## src/rtl/mcp4921_pkg.sv

```systemverilog
// rtl/mcp4921_pkg.sv - shared types, command layout and frame timing for the MCP4921 streamer
// Purpose: FSM state enum, MCP4921 command bit positions, command builder and
//          frame-length function shared by the streamer and its helpers.
// Ports:   none (package).
package mcp4921_pkg;

  typedef enum logic [2:0] {
    ST_IDLE     = 3'd0,
    ST_CS_SETUP = 3'd1,
    ST_SHIFT    = 3'd2,
    ST_CS_HOLD  = 3'd3,
    ST_LDAC     = 3'd4
  } state_t;

  localparam int CMD_WIDTH    = 16;
  localparam int DAC_BITS     = 12;
  localparam int CMD_AB_BIT   = 15;
  localparam int CMD_BUF_BIT  = 14;
  localparam int CMD_GA_BIT   = 13;
  localparam int CMD_SHDN_BIT = 12;

  // CS setup + 16 bits of two half-periods each + CS hold + LDAC strobe.
  function automatic int frame_len(input int h);
    return h * (2 + 2 * CMD_WIDTH + 1);
  endfunction

  // Channel A is the only channel on the MCP4921, so the A/B bit stays 0.
  function automatic logic [CMD_WIDTH-1:0] build_cmd(
    input logic                buf_bit,
    input logic                ga_bit,
    input logic                shdn_bit,
    input logic [DAC_BITS-1:0] code
  );
    logic [CMD_WIDTH-1:0] cmd;
    cmd                 = '0;
    cmd[CMD_AB_BIT]     = 1'b0;
    cmd[CMD_BUF_BIT]    = buf_bit;
    cmd[CMD_GA_BIT]     = ga_bit;
    cmd[CMD_SHDN_BIT]   = shdn_bit;
    cmd[DAC_BITS-1:0]   = code;
    return cmd;
  endfunction

endpackage

```

## src/rtl/mcp4921_spi_s_axis_sample_tick_gen.sv

```systemverilog
// rtl/mcp4921_spi_s_axis_sample_tick_gen.sv - free-running DAC sample-rate tick
// Purpose: one-clock tick every FCLK/FSMPL clocks, first tick when the counter
//          reaches FCLK/FSMPL-1 after reset release.
// Ports:   clk   - system clock
//          rst_n - asynchronous active-low reset (counter forced to 0)
//          tick  - one-clock sample strobe
module sample_tick_gen #(
  parameter real FCLK  = 100e6,
  parameter int  FSMPL = 200
) (
  input  logic clk,
  input  logic rst_n,
  output logic tick
);

  localparam int PERIOD = int'(FCLK / FSMPL);
  localparam int CW     = (PERIOD > 1) ? $clog2(PERIOD) : 1;
  localparam logic [CW-1:0] LAST = CW'(PERIOD - 1);

  logic [CW-1:0] cnt_q, cnt_d;

  always_comb begin
    tick  = (cnt_q == LAST);
    cnt_d = tick ? '0 : cnt_q + 1'b1;
  end

  always_ff @(posedge clk or negedge rst_n) begin
    if (!rst_n) begin
      cnt_q <= '0;
    end else begin
      cnt_q <= cnt_d;
    end
  end

endmodule

```

## src/rtl/mcp4921_spi_s_axis.sv

```systemverilog
// rtl/mcp4921_spi_s_axis.sv - AXI-Stream sample sink driving an MCP4921 DAC over SPI
// Purpose: holds one sample, and on every sample tick ships it to the DAC as a
//          16-bit SPI mode-0 frame followed by an LDAC strobe. Tracks packet
//          framing and missed ticks in sticky error flags.
// Ports:   clk, rst_n                 - clock, asynchronous active-low reset
//          s_axis_tdata/tvalid/tlast  - sample stream in, [11:0] is the DAC code
//          s_axis_tready              - high while the holding register is empty
//          cs, sck, mosi, ldac        - MCP4921 pins (cs/ldac active low)
//          err_clr                    - synchronous clear of underrun/pkt_err
//          underrun                   - sticky: tick found no sample to send
//          pkt_err                    - sticky: tlast not on beat SMPLS
module mcp4921_spi_s_axis
  import mcp4921_pkg::*;
#(
  parameter real FCLK       = 100e6,
  parameter int  FSMPL      = 200,
  parameter real FSCK       = 1e6,
  parameter bit  BUF        = 1'b0,
  parameter bit  GA         = 1'b1,
  parameter bit  SHDN       = 1'b1,
  parameter int  SMPLS      = 30,
  parameter int  DATA_WIDTH = 16
) (
  input  logic                  clk,
  input  logic                  rst_n,
  input  logic [DATA_WIDTH-1:0] s_axis_tdata,
  input  logic                  s_axis_tvalid,
  input  logic                  s_axis_tlast,
  output logic                  s_axis_tready,
  output logic                  cs,
  output logic                  sck,
  output logic                  mosi,
  output logic                  ldac,
  input  logic                  err_clr,
  output logic                  underrun,
  output logic                  pkt_err
);

  localparam int H      = int'(FCLK / (2.0 * FSCK));
  localparam int PERIOD = int'(FCLK / FSMPL);
  localparam int FRAME  = frame_len(H);
  localparam int HW     = (H > 1) ? $clog2(H) : 1;
  localparam int BW     = $clog2(SMPLS + 1);
  localparam logic [HW-1:0] H_LAST   = HW'(H - 1);
  localparam logic [BW-1:0] BEAT_MAX = BW'(SMPLS);

  // A frame that does not finish before the next tick would drop every other sample.
  if (FRAME >= PERIOD) begin : g_frame_too_long
    $error("mcp4921_spi_s_axis: frame length does not fit in one sample period");
  end
  if (H < 1) begin : g_sck_too_fast
    $error("mcp4921_spi_s_axis: FSCK too high for FCLK");
  end

  if (DATA_WIDTH > DAC_BITS) begin : g_unused_upper
    logic unused_upper;
    assign unused_upper = ^s_axis_tdata[DATA_WIDTH-1:DAC_BITS];
  end

  logic tick;

  sample_tick_gen #(
    .FCLK  (FCLK),
    .FSMPL (FSMPL)
  ) u_tick (
    .clk   (clk),
    .rst_n (rst_n),
    .tick  (tick)
  );

  state_t                state_q, state_d;
  logic [HW-1:0]         hcnt_q, hcnt_d;
  logic [3:0]            bit_q, bit_d;
  logic                  sck_q, sck_d;
  logic [CMD_WIDTH-1:0]  shift_q, shift_d;
  logic                  cs_q, ldac_q;
  logic                  full_q, full_d;
  logic [DAC_BITS-1:0]   data_q, data_d;
  logic                  rdy_q;
  logic [BW-1:0]         beat_q, beat_d;
  logic                  underrun_q, underrun_d;
  logic                  pkt_err_q, pkt_err_d;
  logic                  load;
  logic                  tick_lost;
  logic                  hdone;
  logic                  accept;
  logic                  bad_beat;

  assign s_axis_tready = rdy_q & ~full_q;
  assign accept        = s_axis_tvalid & s_axis_tready;

  // Frame sequencer.
  always_comb begin
    state_d   = state_q;
    hcnt_d    = hcnt_q;
    bit_d     = bit_q;
    sck_d     = sck_q;
    shift_d   = shift_q;
    load      = 1'b0;
    tick_lost = 1'b0;
    hdone     = (hcnt_q == H_LAST);

    case (state_q)
      ST_IDLE: begin
        if (tick) begin
          if (full_q) begin
            load    = 1'b1;
            shift_d = build_cmd(BUF, GA, SHDN, data_q);
            hcnt_d  = '0;
            state_d = ST_CS_SETUP;
          end else begin
            tick_lost = 1'b1;
          end
        end
      end
      ST_CS_SETUP: begin
        if (hdone) begin
          hcnt_d  = '0;
          bit_d   = '0;
          sck_d   = 1'b0;
          state_d = ST_SHIFT;
        end else begin
          hcnt_d = hcnt_q + 1'b1;
        end
      end
      ST_SHIFT: begin
        if (hdone) begin
          hcnt_d = '0;
          if (!sck_q) begin
            sck_d = 1'b1;
          end else begin
            // Data advances only on the falling SCK edge so it is stable at the rise.
            sck_d   = 1'b0;
            shift_d = {shift_q[CMD_WIDTH-2:0], 1'b0};
            if (bit_q == 4'd15) begin
              state_d = ST_CS_HOLD;
            end else begin
              bit_d = bit_q + 4'd1;
            end
          end
        end else begin
          hcnt_d = hcnt_q + 1'b1;
        end
      end
      ST_CS_HOLD: begin
        if (hdone) begin
          hcnt_d  = '0;
          state_d = ST_LDAC;
        end else begin
          hcnt_d = hcnt_q + 1'b1;
        end
      end
      ST_LDAC: begin
        if (hdone) begin
          hcnt_d  = '0;
          state_d = ST_IDLE;
        end else begin
          hcnt_d = hcnt_q + 1'b1;
        end
      end
      default: begin
        state_d = ST_IDLE;
        hcnt_d  = '0;
        sck_d   = 1'b0;
      end
    endcase

    if (tick && (state_q != ST_IDLE)) begin
      tick_lost = 1'b1;
    end
  end

  // Holding register, packet beat counter and sticky flags.
  always_comb begin
    full_d     = full_q;
    data_d     = data_q;
    beat_d     = beat_q;
    bad_beat   = 1'b0;
    underrun_d = underrun_q;
    pkt_err_d  = pkt_err_q;

    if (load) begin
      full_d = 1'b0;
    end else if (accept) begin
      full_d = 1'b1;
    end
    if (accept) begin
      data_d = s_axis_tdata[DAC_BITS-1:0];
    end

    if (accept) begin
      bad_beat = (s_axis_tlast != (beat_q == BEAT_MAX));
      if (s_axis_tlast || (beat_q == BEAT_MAX)) begin
        beat_d = BW'(1);
      end else begin
        beat_d = beat_q + 1'b1;
      end
    end

    // Set has priority over clear.
    if (err_clr) begin
      underrun_d = 1'b0;
      pkt_err_d  = 1'b0;
    end
    if (tick_lost) begin
      underrun_d = 1'b1;
    end
    if (bad_beat) begin
      pkt_err_d = 1'b1;
    end
  end

  always_ff @(posedge clk or negedge rst_n) begin
    if (!rst_n) begin
      state_q    <= ST_IDLE;
      hcnt_q     <= '0;
      bit_q      <= '0;
      sck_q      <= 1'b0;
      shift_q    <= '0;
      cs_q       <= 1'b1;
      ldac_q     <= 1'b1;
      full_q     <= 1'b0;
      data_q     <= '0;
      rdy_q      <= 1'b0;
      beat_q     <= BW'(1);
      underrun_q <= 1'b0;
      pkt_err_q  <= 1'b0;
    end else begin
      state_q    <= state_d;
      hcnt_q     <= hcnt_d;
      bit_q      <= bit_d;
      sck_q      <= sck_d;
      shift_q    <= shift_d;
      // Pin levels are registered from the next state so they never glitch.
      cs_q       <= ~((state_d == ST_CS_SETUP) || (state_d == ST_SHIFT) ||
                      (state_d == ST_CS_HOLD));
      ldac_q     <= (state_d != ST_LDAC);
      full_q     <= full_d;
      data_q     <= data_d;
      rdy_q      <= 1'b1;
      beat_q     <= beat_d;
      underrun_q <= underrun_d;
      pkt_err_q  <= pkt_err_d;
    end
  end

  assign cs       = cs_q;
  assign sck      = sck_q;
  assign mosi     = shift_q[CMD_WIDTH-1];
  assign ldac     = ldac_q;
  assign underrun = underrun_q;
  assign pkt_err  = pkt_err_q;

endmodule

```

## config.mk

```make
export PLATFORM = sky130hd
export DESIGN_NAME = mcp4921_spi_s_axis
export DESIGN_NICKNAME = d
export VERILOG_FILES = /design/src/rtl/mcp4921_pkg.sv /design/src/rtl/mcp4921_spi_s_axis_sample_tick_gen.sv /design/src/rtl/mcp4921_spi_s_axis.sv
export SDC_FILE = /design/constraint.sdc
export NUM_CORES = 1
export LEC_CHECK = 0
export ABC_AREA = 1
export CORE_MARGIN = 2
export CORE_UTILIZATION = 40
export DETAILED_ROUTE_END_ITERATION = 7
export PLACE_DENSITY_LB_ADDON = 0.12
export SYNTH_ARGS = -nofsm -noshare
export SYNTH_HDL_FRONTEND = slang
export SYNTH_SLANG_ARGS = --single-unit
```

## constraint.sdc

```tcl
create_clock -name clk -period 2.1 [get_ports clk]
set_input_delay 0.42 -clock clk [delete_from_list [all_inputs] [get_ports clk]]
set_output_delay 0.42 -clock clk [all_outputs]
set_load 0.005 [all_outputs]
```

; Yosys cells after proc, flatten, opt, wreduce, memory -nomap -nowiden
; Cells that the tools add are included.
; W data, S select, Z words.
[word_totals]
ff_bits = 72
latchBits = 0
ramBits = 0
rom_bits = 0
in_bits = 21
out_inout_bits = 7
elab_cells = 101
memories = 0
[op_classes]
add_sub_neg = 4
mul = 0
n_div = 0
order_cmp = 0
eq_ne = 19
shifts = 0
mux = 42
bitwise = 5
reduce_logical = 17
[ops]
columns = op, count
row1 = $mux W16, 4
row2 = $pmux W16 S2, 1
row3 = $mux W3, 8
row4 = $add A19 B1 Y19 const B, 1
row5 = $eq A19 B19 Y1 const B, 1
row6 = $mux W19, 1
row7 = $mux W6, 3
row8 = $mux W1, 16
row9 = $mux W4, 4
row10 = $pmux W3 S5, 1
row11 = $eq A3 B2 Y1 const B, 4
row12 = $ne A2 B2 Y1 const B, 6
row13 = $pmux W6 S2, 1
row14 = $reduce_and A5 Y1, 2
row15 = $reduce_bool A2 Y1, 5
row16 = $pmux W4 S2, 1
row17 = $add A6 B1 Y6 const B, 1
row18 = $eq A3 B1 Y1 const B, 2
row19 = $eq A6 B6 Y1 const B, 1
row20 = $add A5 B1 Y5 const B, 1
row21 = $eq A5 B5 Y1 const B, 1
row22 = $mux W5, 1
row23 = $add A4 B1 Y4 const B, 1
row24 = $eq A4 B4 Y1 const B, 1
row25 = other kinds (14), 19

; Logic depth before layout (Yosys ltp)
; Gate-level depths: netlist of the first run.
[depth]
depth_word = 9
mapped_depth = 11
mapped_depth_nobuf = 9

; Hierarchy
; Synthesis of the first run repeated with hierarchy kept, for this count alone.
[unflattened]
cells_unflattened = 477
hier_area_um2 = 3708.6
[by_module_without_submodules]
columns = module, instances, cells_each, area_each_um2, seq_area_each_um2
row1 = mcp4921_spi_s_axis, 1, 326, 2578.7, 1330.0
row2 = sample_tick_gen, 1, 151, 1129.8, 475.5

; Worst setup path before layout of the first run
; No wires, ideal clock.
[synth_path]
kind = register to register
from = register u_tick.cnt_q[0]
to = register shift_q[0]
setup_ns = 0.116
arrival_time_ns = 1.348
required_time_ns = 1.984
setup_slack_ns = 0.636
stages_incl_launch_ff = 10
n_path_buf = 1
synth_period_minus_slack_ns = 1.464
path_cell_list = dfrtp_1 -> ha_1 -> nand3_1 -> nor2_1 -> nand3_1 -> nand2_2 -> nand2_4 -> buf_6 -> nand2_1 -> nand2_1
[synth_via]
elab_chain_len = 3
[synth_rtl]
columns = element, line
row1 = start: declaration, mcp4921_spi_s_axis_sample_tick_gen.sv:20  ; logic [CW-1:0] cnt_q, cnt_d;
row2 = start signal: assignment, mcp4921_spi_s_axis_sample_tick_gen.sv:31  ; cnt_q <= cnt_d;
row3 = $eq A19 B19 Y1, mcp4921_spi_s_axis_sample_tick_gen.sv:23  ; tick = (cnt_q == LAST);
row4 = $ne A2 B2 Y1 (no line), -
row5 = $reduce_and A5 Y1 (no line), -
row6 = end signal: assignment, mcp4921_spi_s_axis.sv:233  ; shift_q <= shift_d;
row7 = end: declaration, mcp4921_spi_s_axis.sv:75  ; logic [CMD_WIDTH-1:0] shift_q, shift_d;
; No other way between the ends.
; A chain may end at the register's enable or synchronous reset.

; Worst setup path in the final report of the first run
[layout_path]
from = register full_q
to = output port s_axis_tready
[layout_via]
elab_chain_len = 2
[layout_rtl]
columns = element, line
row1 = start: declaration, mcp4921_spi_s_axis.sv:77  ; logic full_q, full_d;
row2 = start signal: assignment, mcp4921_spi_s_axis.sv:238  ; full_q <= full_d;
row3 = $not A1 Y1, mcp4921_spi_s_axis.sv:89  ; assign s_axis_tready = rdy_q & ~full_q;
row4 = $and A1 B1 Y1, mcp4921_spi_s_axis.sv:89
row5 = end: declaration, mcp4921_spi_s_axis.sv:29  ; output logic s_axis_tready,
; No other way between the ends.

==> summary.txt, run 1 <==
Outcome
  • Outcome: complete, but fails checks
  • Violations in the final reports: hold timing

GRT
  • Global-route wire length before repair: 13.3 mm
  • Aggregate global-route resource usage: 0.167
  • Pin count of the biggest net entering global routing: 44
  • Overall overflow remaining after global route: 0
  • Antenna violations before repair: 0
  • Via count of the first global-routing pass: 2912

Timing
  • Final count of pins violating max slew: 0
  • Total count of hold-check failures in the final report: 1
  • Final period utilization: 0.905
  • Setup TNS: 0 ns
  • Worst clock skew on the final layout: 0.0110 ns
  • Worst-Margin Slew: 0.523 ns
  • Setup repair after global routing missed its margin: no
  • Slew headroom: 0.651
  • Minimum clock period: 1.90 ns
  • Fin Hold WS: -0.000879 ns
  • Number of endpoints failing setup at the final stage: 0
  • Highest clock frequency the design can meet: 526 MHz

Clock tree
  • TritonCTS Sinks: 72
  • Number of levels in the clock H-tree: 3
  • Number of buffers between clock root and the deepest sink: 2
  • Post-CTS Resized: 0
  • Root buf cell: sky130_fd_sc_hd__clkbuf_8
  • CTS tree: built
  • CTS clk-pin slew, worst paths: 0.08 ns
  • CTS buffer count: 9
  • Post-CTS Hold Buffers: 0
  • # Post-CTS Setup Buffers: 0
  • Clock latency of the later-clocked register in the worst-skew pair: 0.34 ns

Floorplan
  • Area of the core: 9110 sq um
  • Starting utilization of the core area: 0.405
  • Floorplan die area: 10000 sq um
  • Chip Height: 100 um
  • # rows: 35
  • IO Count: 28
  • Width of the die: 100 um

Setup path
  • Data arrival time of the critical path: 1.48 ns
  • Critical path, cell by cell: nor2_1 -> clkdlybuf4s50_1
  • Maximum fanout along the worst path: 6
  • Category of the worst setup path launch point: register
  • Crit path required time: 1.68 ns
  • Master of the slowest instance on the critical path: sky130_fd_sc_hd__clkdlybuf4s50_1
  • Delay of the slowest cell on the worst path: 0.51 ns
  • CP Capture Type: output pin
  • Worst setup path class: reg -> out

Placed design
  • Placed Cells incl. Taps: 606
  • IO buf count: 23
  • Post-detailed-placement half-perimeter wirelength: 5.23 mm
  • Final GP Congestion: 0.835
  • Placed cell areas: 4060 sq um

Final layout
  • Final Instance Area: 4280 sq um
  • Number of fill cells: 930
  • Number of nets in the finished design: 534
  • Layout overhead on the synthesized area: 16.1%
  • Post-route non-filler standard cell count: 622
  • Fraction of final layout cells sized beyond drive strength 1: 0.0861
  • Inserted Diodes: 0

Logic synthesis
  • Number of enable-type register cells in the synthesized netlist: 0
  • Post-synth top cells: sky130_fd_sc_hd__nand2_1 (163), sky130_fd_sc_hd__dfrtp_1 (69), sky130_fd_sc_hd__nor2_1 (57)
  • Most area-consuming cells after synthesis: sky130_fd_sc_hd__dfrtp_1 (47%), sky130_fd_sc_hd__nand2_1 (17%), sky130_fd_sc_hd__nand3_1 (6.2%)
  • Share of the synthesized area in the top cell type: 0.468
  • Most common cell in the synthesized netlist: sky130_fd_sc_hd__nand2_1
  • Cell type with the largest total area after synthesis: sky130_fd_sc_hd__dfrtp_1
  • Yosys warning count: 0
  • Synthesized flop and latch total: 72
  • Netlist Area Pre-Place: 3690 sq um
  • Post-Synthesis Cells: 475
  • Most used flip-flop cell after synthesis: sky130_fd_sc_hd__dfrtp_1
  • Mean Syn Cell Area: 7.76 sq um
  • Post-Syn Nets: 503
  • Distinct cells, synth: 33
  • Async set-or-reset flop fraction in the synthesized netlist: 1.00
  • Sequential fraction of the synthesis area: 0.490

Routing
  • DRT Wirelength: 7.35 mm
  • Routed via count: 2947
  • Routed len/inst: 11.8 um
  • Vias/cell: 4.74
  • Number of remaining DRC errors: 0
  • Number of design-rule violations left by the first detailed-router iteration: 124
  • Number of nets still failing antenna checks after routing: 0
  • Detailed-routing iteration count for the pre-antenna-repair pass: 4

Worst hold path
  • Hold WC Path Type: in -> async

Power
  • Worst IR drop on VDD: 448 uV
  • P_leak: 2.19 nW
  • Pwr per Cell Area: 749 nW/um^2

Job
  • Count of max-cap constraint violations: 0
==> through the flow <==
stage	utilization	power, mW	worst slack [ns]	hold slack [ns]
after floorplan	-	1.85	0.636	0.124
after global placement	0.445	1.98	0.234	0.387
after detailed placement	0.445	1.99	0.201	0.386
after CTS	0.470	3.26	0.158	0.00446
after global routing	0.470	3.41	0.109	0.0174
final	0.470	3.20	0.200	-0.000879
==> worst paths after layout <==
| kind | end | cells after the start | start | slack, ns |
|---|---|---|---|---|
| setup / recovery | s_axis_tready | 2 | full_q | 0.20 |
| hold / removal | u_tick.cnt_q[10] | 1 | rst_n | -0.0009 |
| setup reg to reg | shift_q[2] | 10 | state_q[2] | 0.37 |
| hold reg to reg | shift_q[12] | 2 | shift_q[12] | 0.47 |
| max in group asynchronous | ldac | 2 | rst_n | 1.47 |
| min in group clk | shift_q[12] | 2 | shift_q[12] | 0.47 |
==> final cells by class <==
cell class	count	area [sq um]	share of cell area
Sequential cell	72	1810	0.422
Multi-Input combinational cell	344	1630	0.381
Timing Repair Buffer	31	300	0.0702
Inverter	48	180	0.0421
Clock buffer	13	159	0.0371
Tap cell	111	139	0.0324
Clock inverter	3	65.1	0.0152
==> metal layers <==
layer	share of wire	wire (um)	track usage	vias to the layer above
met5	0	0	0	-
li1	-	-	-	1539
met3	0.031	230	0.0383	10
met4	0.016	117	0.0569	0
met2	0.47	3460	0.273	37
met1	0.48	3540	0.220	1361
==> placed cells by master (no fill, tap or decap), drive strengths merged, types with 9 or more instances in the layout <==
| cell type | instances |
|---|---|
| nand2 | 168 |
| dfrtp | 69 |
| nor2 | 61 |
| inv | 48 |
| nand3 | 46 |
| clkdlybuf4s50 | 22 |
| o21ai | 18 |
| clkbuf | 13 |
| xor2 | 9 |
| buf | 9 |
==> kinds of logic (layout without fill, tap and decap cells) <==
family | after synthesis | in the layout | share of synthesized area
adders and majority gates | 7 | 7 | 0.0238
xor gates and xnor gates | 15 | 15 | 0.0356
buffers and inverters | 59 | 95 | 0.0675
DFF | 72 | 72 | 0.490
other | 1 | 1 | 0.00102
and+or+nand+nor | 296 | 296 | 0.345
AOI/OAI and AO/OA | 25 | 25 | 0.0373
==> registers in the layout, indices dropped and copies added (netlist names), 3 cells and up <==
name	cells
state_q	3
u_tick.cnt_q	19
beat_q	5
hcnt_q	6
bit_q	4
data_q	12
shift_q	16
==> power by group <==
group          switching, mW  internal [mW]  leakage, nW
sequential            0.0857           1.52        0.955
clock                  0.508          0.734        0.114
combinational          0.197          0.158         1.12
==> worst max-delay path: cells and delay by family (launching register included) <==
| family | cells | cell delay [ns] |
|---|---|---|
| buffers and inverters | 1 | 0.51 |
| DFF | 1 | 0.47 |
| and+or+nand+nor | 1 | 0.16 |
No activity file was read; power rests on OpenSTA's default activity.
==> run 2, diff against run 1 <==
==> constraint.sdc (replaced) <==
create_clock -name clk -period 2.4 [get_ports clk]
set_input_delay 0.48 -clock clk [delete_from_list [all_inputs] [get_ports clk]]
set_output_delay 0.48 -clock clk [all_outputs]
set_load 0.005 [all_outputs]
==> run 2 against run 1 <==
Effect of this change:
- the run now ends clean
- via count shrank 0.20%
- worst hold slack better by 0.023 ns
- final cell count down 0.32%
- largest cell class unchanged
- final area fell by 0.99%
- clock power shrank 23%
- flip-flop and latch count did not move
- clock skew increased by 0.00089 ns
- non-clock buffer count is 2 lower
- core utilization decreased by 0.47 points
- die area unchanged
- sequential power is 13% lower
- first-iteration DRC count up 1.6%
==> summary.txt, run 2 (same netlist as run 1, synthesis figures left out) <==
Outcome
  • Outcome: completed

Routing
  • Number of remaining DRC errors: 0
  • Number of design-rule violations left by the first detailed-router iteration: 126
  • Number of nets still failing antenna checks after routing: 0
  • DRT Wirelength: 7.15 mm
  • Detailed-routing iteration count for the pre-antenna-repair pass: 4
  • Routed len/inst: 11.5 um
  • Routed via count: 2941
  • Vias/cell: 4.74

Final layout
  • Post-route non-filler standard cell count: 620
  • Number of nets in the finished design: 532
  • Fraction of final layout cells sized beyond drive strength 1: 0.0864
  • Inserted Diodes: 0
  • Leading cell type in the layout, fill and taps excluded: sky130_fd_sc_hd__nand2_1
  • Final Instance Area: 4240 sq um
  • Utilization after layout: 0.465
  • Layout overhead on the synthesized area: 15.0%
  • Commonest cells after routing, fill and taps aside: sky130_fd_sc_hd__nand2_1 (163), sky130_fd_sc_hd__dfrtp_1 (69), sky130_fd_sc_hd__nor2_1 (57), sky130_fd_sc_hd__nand3_1 (46), sky130_fd_sc_hd__inv_1 (45)
  • Largest registers: u_tick.cnt_q x19, shift_q x16, data_q x12
  • Register name with the most flops: u_tick.cnt_q
  • Number of flip-flops under the largest register name: 19

Timing
  • Number of endpoints failing setup at the final stage: 0
  • Highest clock frequency the design can meet: 511 MHz
  • Setup TNS: 0 ns
  • Final count of pins violating max slew: 0
  • Worst clock skew on the final layout: 0.0119 ns
  • Worst-Margin Slew: 0.643 ns
  • Total count of hold-check failures in the final report: 0
  • Slew headroom: 0.570
  • Minimum clock period: 1.96 ns
  • Setup repair after global routing missed its margin: no
  • Final period utilization: 0.816

GRT
  • Aggregate global-route resource usage: 0.157
  • Pin count of the biggest net entering global routing: 50
  • Most heavily used metal layer in global routing: met2
  • Antenna violations before repair: 0
  • Global-route wire length before repair: 12.6 mm
  • Met2 track demand over resource: 0.255
  • Global routing met3 resource utilization: 0.0272
  • Overall overflow remaining after global route: 0
  • Met1 Track Usage GR: 0.209
  • Via count of the first global-routing pass: 2839

Setup path
  • Maximum fanout along the worst path: 6
  • Category of the worst setup path launch point: register
  • CP Capture Type: output pin
  • Worst setup path class: reg -> out
  • Crit path required time: 1.92 ns
  • Setup slack on the worst flop-to-flop path: 0.51 ns
  • Data arrival time of the critical path: 1.48 ns

Floorplan
  • Width of the die: 100 um
  • # rows: 35
  • Starting utilization of the core area: 0.405
  • IO Count: 28
  • Area of the core: 9110 sq um
  • Chip Height: 100 um
  • Floorplan die area: 10000 sq um

Placed design
  • Placed cell areas: 4040 sq um
  • Final GP Congestion: 0.838
  • IO buf count: 23
  • Placed Cells incl. Taps: 604
  • Post-detailed-placement half-perimeter wirelength: 5.10 mm

Power
  • Sw Ratio: 0.269
  • Part of the total power dissipated in combinational logic: 0.113
  • Overall power of the completed layout: 2.66 mW
  • Pwr per Cell Area: 627 nW/um^2
  • Sequential fraction of design power: 0.528
  • Worst IR drop on VDD: 346 uV
  • P_leak: 2.16 nW
  • Internal power: 1.94 mW
  • Clock group share of total power: 0.359
  • NetSw: 714 uW

Clock tree
  • CTS clk-pin slew, worst paths: 0.08 ns
  • Number of buffers between clock root and the deepest sink: 2
  • TritonCTS Sinks: 72
  • Clock latency of the later-clocked register in the worst-skew pair: 0.34 ns
  • CTS buffer count: 9
  • Number of levels in the clock H-tree: 3
  • Post-CTS Hold Buffers: 0
  • Post-CTS Resized: 0
  • CTS tree: built
  • Root buf cell: sky130_fd_sc_hd__clkbuf_8
  • # Post-CTS Setup Buffers: 0

Job
  • Count of max-cap constraint violations: 0

Worst hold path
  • Hold WC Path Type: in -> async
## run 2: cell types whose count changed in the layout (fill, tap and decap cells not counted), sizes merged
cell,change
clkbuf,-4
clkinv,+3
buf,-2
clkinvlp,+2
bufinv,-1
## run 2: worst max-delay path: stages, from the launching register on
cell,delay [ns]
sky130_fd_sc_hd__dfrtp_1,0.47
sky130_fd_sc_hd__nor2_1,0.16
sky130_fd_sc_hd__clkdlybuf4s50_1,0.51
## run 2: power groups by stage
stage	combinational (mW)	sequential (mW)	clock, mW
floorplan	0.213	1.41	0
global placement	0.306	1.43	0
detailed placement	0.309	1.43	0
CTS	0.310	1.41	0.987
global route	0.357	1.42	1.03
finish	0.301	1.40	0.953
## run 2: path summary, 6_finish.rpt
kind / startpoint / endpoint / depth (start not counted)
max: full_q / s_axis_tready / 2
min: rst_n / u_tick.cnt_q[11] / 1
max reg2reg: state_q[2] / shift_q[0] / 9
min reg2reg: shift_q[11] / shift_q[11] / 2
max in group asynchronous: rst_n / cs / 2
min in group clk: shift_q[11] / shift_q[11] / 2
## run 2: final cells by class
type / count / area (sq um)
Sequential cell: 72 / 1810
Clock buffer: 9 / 124
Fill cell: 935 / 4870
Multi-Input combinational cell: 344 / 1630
Clock inverter: 7 / 72.6
Tap cell: 111 / 139
Timing Repair Buffer: 29 / 285
Inverter: 48 / 180
## run 2: stage by stage
step           setup slack (ns)  hold WS (ns)
2_1_floorplan             0.936         0.184
3_3_place_gp              0.455         0.406
3_5_place_dp              0.384         0.404
4_1_cts                   0.398        0.0255
5_1_grt                   0.331        0.0371
6_report                  0.441        0.0224
## run 2: routing by layer
| metal | part of all wire | up-vias |
|---|---|---|
| met5 | 0 | - |
| met4 | 0.013 | 0 |
| met3 | 0.028 | 7 |
| met2 | 0.47 | 44 |
| met1 | 0.49 | 1356 |
| li1 | - | 1534 |
